<file path="src/rtl/rr_select_arbiter_pkg.sv">
// Shared helpers for the round-robin select arbiter.
package rr_select_arbiter_pkg;

  // Increment with an exact wrap at n, so non-power-of-two sizes never overrun.
  function automatic int unsigned rr_wrap_inc(input int unsigned v, input int unsigned n);
    return (v + 1 >= n) ? 0 : v + 1;
  endfunction

endpackage

</file>
<file path="src/rtl/rr_select_arbiter_priority_pick.sv">
// Wrap-around first-set search: first req bit at or after ptr, wrapping N-1 -> 0.
module rr_priority_pick #(
  parameter int unsigned N = 9,
  parameter int unsigned m = 4
) (
  input  logic [N-1:0] req,
  input  logic [m-1:0] ptr,
  output logic [m-1:0] idx,
  output logic         found
);

  logic [2*N-1:0] w_rot;
  int unsigned    w_j;

  // Rotating a doubled copy puts the scan start at bit 0.
  assign w_rot = {req, req} >> ptr;

  always_comb begin
    idx   = '0;
    found = 1'b0;
    w_j   = 0;
    for (int unsigned k = 0; k < N; k++) begin
      if (!found && w_rot[k]) begin
        found = 1'b1;
        w_j   = int'(ptr) + k;
        if (w_j >= N) w_j = w_j - N;
        idx   = m'(w_j);
      end
    end
  end

endmodule

</file>
<file path="src/rtl/rr_select_arbiter.sv">
// Round-robin arbiter driving an N:1 mux select, with registered grant and
// combinational ack on the sel_valid && out_ready handshake.
module rr_select_arbiter
  import rr_select_arbiter_pkg::*;
#(
  parameter int unsigned N = 9,
  parameter int unsigned m = 4
) (
  input  logic         clk,
  input  logic         rst,
  input  logic [N-1:0] req,
  output logic [m-1:0] sel,
  output logic         sel_valid,
  input  logic         out_ready,
  output logic [N-1:0] gnt,
  output logic [N-1:0] ack
);

  typedef enum logic {IDLE, GRANT} state_t;

  state_t       r_state, w_state_nxt;
  logic [m-1:0] r_ptr, w_ptr_nxt;
  logic [m-1:0] r_sel, w_sel_nxt;
  logic [m-1:0] w_ptr_inc;
  logic [m-1:0] w_pick_ptr, w_pick_idx;
  logic [N-1:0] w_pick_req, w_sel_oh;
  logic         w_pick_found, w_hs;

  assign w_hs      = (r_state == GRANT) && out_ready;
  assign w_ptr_inc = m'(rr_wrap_inc(int'(r_sel), N));

  always_comb begin
    w_sel_oh        = '0;
    w_sel_oh[r_sel] = 1'b1;
  end

  // While granting, the current holder is masked so it only wins again
  // (after an idle cycle) when it is the sole requester.
  always_comb begin
    w_pick_req = req;
    w_pick_ptr = r_ptr;
    if (r_state == GRANT) begin
      w_pick_req = req & ~w_sel_oh;
      w_pick_ptr = w_ptr_inc;
    end
  end

  rr_priority_pick #(
    .N(N),
    .m(m)
  ) u_pick (
    .req  (w_pick_req),
    .ptr  (w_pick_ptr),
    .idx  (w_pick_idx),
    .found(w_pick_found)
  );

  always_ff @(posedge clk or posedge rst) begin
    if (rst) begin
      r_state <= IDLE;
      r_ptr   <= '0;
      r_sel   <= '0;
    end else begin
      r_state <= w_state_nxt;
      r_ptr   <= w_ptr_nxt;
      r_sel   <= w_sel_nxt;
    end
  end

  always_comb begin
    w_state_nxt = r_state;
    w_ptr_nxt   = r_ptr;
    w_sel_nxt   = r_sel;
    case (r_state)
      IDLE: begin
        if (w_pick_found) begin
          w_state_nxt = GRANT;
          w_sel_nxt   = w_pick_idx;
        end
      end
      GRANT: begin
        if (w_hs) begin
          w_ptr_nxt = w_ptr_inc;
          if (w_pick_found) w_sel_nxt = w_pick_idx;
          else              w_state_nxt = IDLE;
        end
      end
      default: w_state_nxt = IDLE;
    endcase
  end

  assign sel       = r_sel;
  assign sel_valid = (r_state == GRANT);
  assign gnt       = sel_valid ? w_sel_oh : '0;
  assign ack       = w_hs ? w_sel_oh : '0;

endmodule

</file>
<file path="config.mk">
export PLATFORM = sky130hd
export DESIGN_NAME = rr_select_arbiter
export DESIGN_NICKNAME = d
export VERILOG_FILES = /design/src/rtl/rr_select_arbiter_pkg.sv /design/src/rtl/rr_select_arbiter_priority_pick.sv /design/src/rtl/rr_select_arbiter.sv
export SDC_FILE = /design/constraint.sdc
export NUM_CORES = 1
export LEC_CHECK = 0
export CAP_MARGIN = 10
export CORE_AREA = 5 5 81 83
export DETAILED_ROUTE_END_ITERATION = 16
export DIE_AREA = 0 0 86 88
export PLACE_DENSITY = 0.94
export SLEW_MARGIN = 20
export SYNTH_ARGS = -nofsm -noshare
export SYNTH_HDL_FRONTEND = slang
export SYNTH_SLANG_ARGS = --single-unit
</file>
<file path="constraint.sdc">
create_clock -name clk -period 8.7 [get_ports clk]
set_clock_uncertainty 0.1 [all_clocks]
set_input_delay 1.74 -clock clk [delete_from_list [all_inputs] [get_ports clk]]
set_output_delay 1.74 -clock clk [all_outputs]
set_load 0.05 [all_outputs]
</file>
==> flow_summary_export.csv, run 1 <==
group,metric,value,unit
layout,fin_cells,565,
setup_path,crit_buf_inv,5,
layout,antenna_cells,0,
cts,cts_sinks,9,
setup_path,critPathTopFamily,"compound AO/OA/AOI/OAI gates",
setup_path,arrival,5.51,ns
run,cap_violations,0,
synth,synthFlopType,"dfrtp_1",
sta,finalSetupViolCount,0,
sta,slew_headroom,0.481,
layout,nets,527,
cts,cts_resized,0,
route,top_layer,"met4",
sta,worst_pin_slew,0.758,ns
route,drt_wl_total,11400,microns
synth,ys_types,95,
floorplanning,die_area,7570,sq um
sta,post-route-period-util,0.634,
grt,track_usage,0.297,
layout,synthToLayoutAreaGrowth,9.78,%
synth,synth_top_family_by_area,"compound AO/OA/AOI/OAI gates",
synth,postSynth.asyncResetShare,1.00,
layout,layout_commonest_cell,"nand2_1",
setup_path,cp_slowest_cell,"o41ai_2",
cts,cts-htree-levels,1,
place,placed_cells,561,
synth,yosys.area_share.simple,0.274,
grt,grt_max_degree,41,
setup_path,required,8.70,ns
synth,synth_top_area_share,0.0857,
grt,gr-total-overflow,0,
route,vias,4058,
worst_hold_path,min_path_type,"flip-flop to flip-flop",
synth,yosysWarnings,0,
route,antenna_left,0,
cts,cts.path.max_buffers,2,
layout,drive_gt1_frac,0.0898,
synth,avgSynthCellArea,7.32,sq um
synth,syn-num-nets,515,
route,drt-wirelength-per-cell,20.1,microns
sta,finalSetupTns,0,ns
sta,rsz0062_at_grt,"no",
grt,grt_pass1_wl,18500,microns
place,gp_congestion,1.03,
synth,synth-seq-area-share,0.0642,
sta,finalMaxSlewViolations,0,
synth,synth_fa_ha_area_frac,0.0857,
grt,antenna_found_initial,0,
cts,clock_latency,0.24,ns
layout,utilization,0.666,
route,wl_met1,4550,microns
synth,ys_seq_elements,9,
setup_path,crit_path_max_incr_delay,0.75,ns
route,dr.pass1.iters,6,
sta,period_needed,5.51,ns
layout,layout_common_cells,"43 x nand2_1, 37 x nor2_1, 34 x a21oi_1, 34 x clkdlybuf4s50_1, 25 x o21ai_0",
cts,clkSlewWorstSetupHoldPaths,0.05,ns
synth,syn_area,3510,sq um
cts,tritoncts,"done",
route,drtIter0Drc,539,
route,vias_per_cell,7.18,
synth,synth-compound-area-share,0.389,
cts,cts-root-buf,"clkbuf_8",
synth,synth.area.mux_share,0.0760,
grt,grt_pass1_vias,3741,
setup_path,crit_chain,"inv_1, ha_1, nand2b_1, a31oi_1, nand4_1, nand2_1, buf_4, inv_1, buf_4, ha_1, ha_1, inv_1, o41ai_2, and3_1, o21ai_0, a32o_1, nor3_1, o31ai_1",
floorplanning,io-pin-count,35,
synth,syn_inst,479,
synth,synth_edf_count,0,
sta,fmax,181,MHz
floorplanning,row_count,28,
floorplanning,coreArea,5780,sq um
place,postPlaceCellArea,3800,sq um
setup_path,crit_path_end_kind,"flip-flop",
floorplanning,die_h,88,microns
floorplanning,start_util,0.606,
cts,numCtsBuffers,3,
synth,ys_top_cells_by_area,"ha_1 8.6%, dfrtp_1 6.4%, a21oi_1 4.9%",
route,met3_wirelength,1180,microns
route,met2_length,5070,microns
setup_path,crit_type,"flip-flop to flip-flop",
cts,cts_setup_buffers,0,
outcome,outcome,"complete, no violations",
sta,hold_viol,0,
place,dpl.hpwl,8420,microns
synth,synth_top_area_cell,"ha_1",
synth,synth_xor_area_frac,0.0375,
floorplanning,die_w,86,microns
cts,cts_hold_buf,0,
route,drc,0,
layout,final_area,3850,sq um
place,port_buffers,34,
setup_path,crit_fanout,32,
setup_path,cp-start-kind,"flip-flop",
kinds of logic after synthesis:
| family | Yosys count |
|---|---|
| buffers and inverters | 51 |
| xor gates and xnor gates | 15 |
| DFF | 9 |
| AOI/OAI and AO/OA | 182 |
| adders and majority gates | 24 |
| and+or+nand+nor | 174 |
| muxes | 24 |
sequential cells by signal, indices dropped and copies added, names as in the netlist:
register	cells
r_ptr	4
sel	4
sel_valid	1
through the flow:
step | hold WS [ns] | worst slack (ns)
floorplan | 0.342 | 3.55
global placement | 0.363 | 3.36
detailed placement | 0.383 | 3.35
CTS | 0.392 | 3.34
global route | 0.424 | 2.90
finish | 0.379 | 3.19
per-layer routing:
layer,global-route usage,vias to the layer above
met3,0.0310,54
met4,0.151,0
met1,0.380,1832
met2,0.496,300
li1,-,1872
met5,0,-
tightest hold or removal path, cell delays in order (launching register included):
cell,delay (ns)
dfrtp_1,0.34
nand2_1,0.04
o21ai_0,0.06
Yosys cell counts (all sizes together), types with 13 or more instances:
master   n
clkbuf  13
o21ai   27
a21oi   35
and2    14
buf     20
nand2   44
ha      24
xnor2   14
inv     17
nor2    38
mux2i   15
o211ai  13
worst paths after layout:
check | from | to | slack [ns] | cells past startpoint
worst max-delay path | sel[0] | sel[3] | 3.19 | 18
worst min-delay path | r_ptr[3] | r_ptr[3] | 0.38 | 2
worst max register to register | sel[0] | sel[3] | 3.19 | 18
worst min register to register | r_ptr[3] | r_ptr[3] | 0.38 | 2
max in group asynchronous | rst | sel[3] | 6.59 | 2
min in group asynchronous | rst | sel_valid | 1.66 | 2
layout make-up:
class	instances	area (sq um)
Inverter	18	68.8
Tap cell	75	93.8
Sequential cell	9	225
Fill cell	507	1930
Clock buffer	4	45.0
Multi-Input combinational cell	419	3030
Timing Repair Buffer	40	385
Power of run 1 is not shown: default switching activity piles up to over one toggle a cycle in this logic, so the estimate is an artifact.
==> run 2: changes to the inputs <==
- CORE_AREA: 5 5 81 83 -> 5 5 87 89
- DIE_AREA: 0 0 86 88 -> 0 0 92 94
- PLACE_DENSITY: 0.94 -> 0.87
- clock period: 8.7 -> 4.5 ns (I/O delays scaled with it)
==> run 2 against run 1 <==
Against the previous run: final cell count rose by 5.0%; die area up 14%; global-route usage decreased by 3.8 points; routed wire length rose by 3.9%; sequential share of layout area fell by 0.23 points; critical path depth is 3 lower; clock-buffer cell count did not move; critical path type unchanged; critical endpoint is now sel[1].
==> flow_summary_export.csv, run 2 (same netlist as run 1, synthesis figures left out) <==
group,metric,value,unit
sta,hold_viol,0,
cts,numCtsBuffers,3,
floorplanning,die_w,92,microns
layout,nets,550,
layout,fillCellCount,561,
grt,grt_pass1_vias,3900,
layout,drive_gt1_frac,0.166,
route,drt_wl_total,11800,microns
sta,finalSetupTns,0,ns
grt,antenna_found_initial,0,
route,vias_per_cell,7.24,
floorplanning,row_count,30,
grt,track_usage,0.259,
layout,layout_common_cells,"43 x nand2_1, 37 x nor2_1, 34 x a21oi_1, 34 x clkdlybuf4s50_1, 28 x buf_4",
setup_path,cp_slowest_cell,"nor4_1",
floorplanning,die_h,94,microns
setup_path,crit_fanout,19,
grt,grt_max_degree,40,
setup_path,required,4.49,ns
sta,post-route-period-util,0.958,
sta,finalMaxSlewViolations,0,
setup_path,crit_type,"flip-flop to flip-flop",
sta,timing.hold.ws,0.395,ns
outcome,outcome,"complete, no violations",
sta,period_needed,4.31,ns
cts,cts-htree-levels,1,
route,drtIter0Drc,579,
sta,worst_pin_slew,0.737,ns
route,dr.pass1.iters,6,
sta,slew_headroom,0.496,
route,drc,0,
floorplanning,io-pin-count,35,
cts,clock_latency,0.24,ns
cts,cts-root-buf,"clkbuf_8",
run,cap_violations,0,
worst_hold_path,min_path_type,"flip-flop to flip-flop",
setup_path,crit_chain,"inv_2, ha_1, nand4bb_1, o211a_1, nand4_1, nand2_1, inv_1, buf_4, a2111oi_1, nor4_1, o32ai_1, a221oi_1, o31ai_1, a211oi_2, o221ai_1",
sta,fmax,232,MHz
setup_path,arrival,4.30,ns
floorplanning,coreArea,6680,sq um
cts,cts.path.max_buffers,2,
floorplanning,start_util,0.525,
setup_path,critPathTopFamily,"compound AO/OA/AOI/OAI gates",
cts,tritoncts,"done",
route,antenna_left,0,
place,port_buffers,34,
setup_path,crit_path_end_kind,"flip-flop",
cts,cts_hold_buf,0,
cts,clkSlewWorstSetupHoldPaths,0.05,ns
grt,grt_pass1_wl,18600,microns
layout,layout_commonest_cell,"nand2_1",
setup_path,crit_buf_inv,3,
grt,gr-total-overflow,0,
cts,cts_sinks,9,
layout,final_area,4140,sq um
route,drt-wirelength-per-cell,19.9,microns
layout,antenna_cells,0,
place,gp_congestion,1.02,
route,vias,4291,
layout,synthToLayoutAreaGrowth,18.2,%
sta,finalSetupViolCount,0,
setup_path,crit_path_max_incr_delay,0.62,ns
cts,cts_setup_buffers,0,
floorplanning,die_area,8650,sq um
sta,rsz0062_at_grt,"no",
place,dpl.hpwl,8940,microns
setup_path,cp-start-kind,"flip-flop",
place,postPlaceCellArea,4040,sq um
## run 2: cell count changes in the layout (fill, tap and decap cells not counted), moves of 3 or more
cell / before / now
buf_4: 6 / 28
ha_1: 24 / 20
a2111oi_0: 7 / 4
ha_2: 0 / 3
nor4bb_1: 3 / 0
## run 2: path summary, 6_finish.rpt
path / cells after the start / slack, ns / startpoint / end
min in group asynchronous: 2 / 0.82 / rst / r_ptr[3]
worst max register to register: 15 / 0.19 / sel[0] / sel[1]
max in group asynchronous: 2 / 3.20 / rst / sel[0]
worst min-delay path: 2 / 0.39 / r_ptr[3] / r_ptr[3]
worst min register to register: 2 / 0.39 / r_ptr[3] / r_ptr[3]
worst max-delay path: 15 / 0.19 / sel[0] / sel[1]
## run 2: worst min-delay path: cells and delay by family, from the launching register on
family | cells | cell delay, ns
and+or+nand+nor | 1 | 0.05
AOI/OAI and AO/OA | 1 | 0.07
DFF | 1 | 0.34
## run 2: final cells by class
| type | count | area (sq um) | share of cell area |
|---|---|---|---|
| inverters | 18 | 72.6 | 0.0175 |
| repair buffers | 63 | 571 | 0.138 |
| multi-input cells | 419 | 3120 | 0.754 |
| well taps | 80 | 100 | 0.0242 |
| clock buffers | 4 | 45.0 | 0.0109 |
| flip-flops and latches | 9 | 233 | 0.0562 |
## run 2: repair_timing
| action | 4_1_cts | 5_1_grt |
|---|---|---|
| endpoints found under the hold margin | 0 | 0 |
| gates resized for setup | 0 | 19 |
| setup endpoints to repair | 0 | 4 |
## run 2: metrics by stage
step | setup slack (ns) | util | instances
after global routing | 0.0235 | 0.620 | 593
after global placement | 0.238 | 0.605 | 589
final | 0.190 | 0.620 | 593
after detailed placement | 0.109 | 0.605 | 589
after floorplan | 0.00287 | - | 479
after CTS | 0.0894 | 0.611 | 593
## run 2: layer usage
layer | vias to the layer above | GRT usage | share of wire | wire length (microns)
met3 | 72 | 0.0345 | 0.12 | 1360
met1 | 1931 | 0.327 | 0.39 | 4620
met2 | 360 | 0.440 | 0.45 | 5260
met4 | 0 | 0.113 | 0.048 | 567
li1 | 1928 | - | - | -
met5 | - | 0 | 0 | 0
Power of run 2 is left out for the same reason.
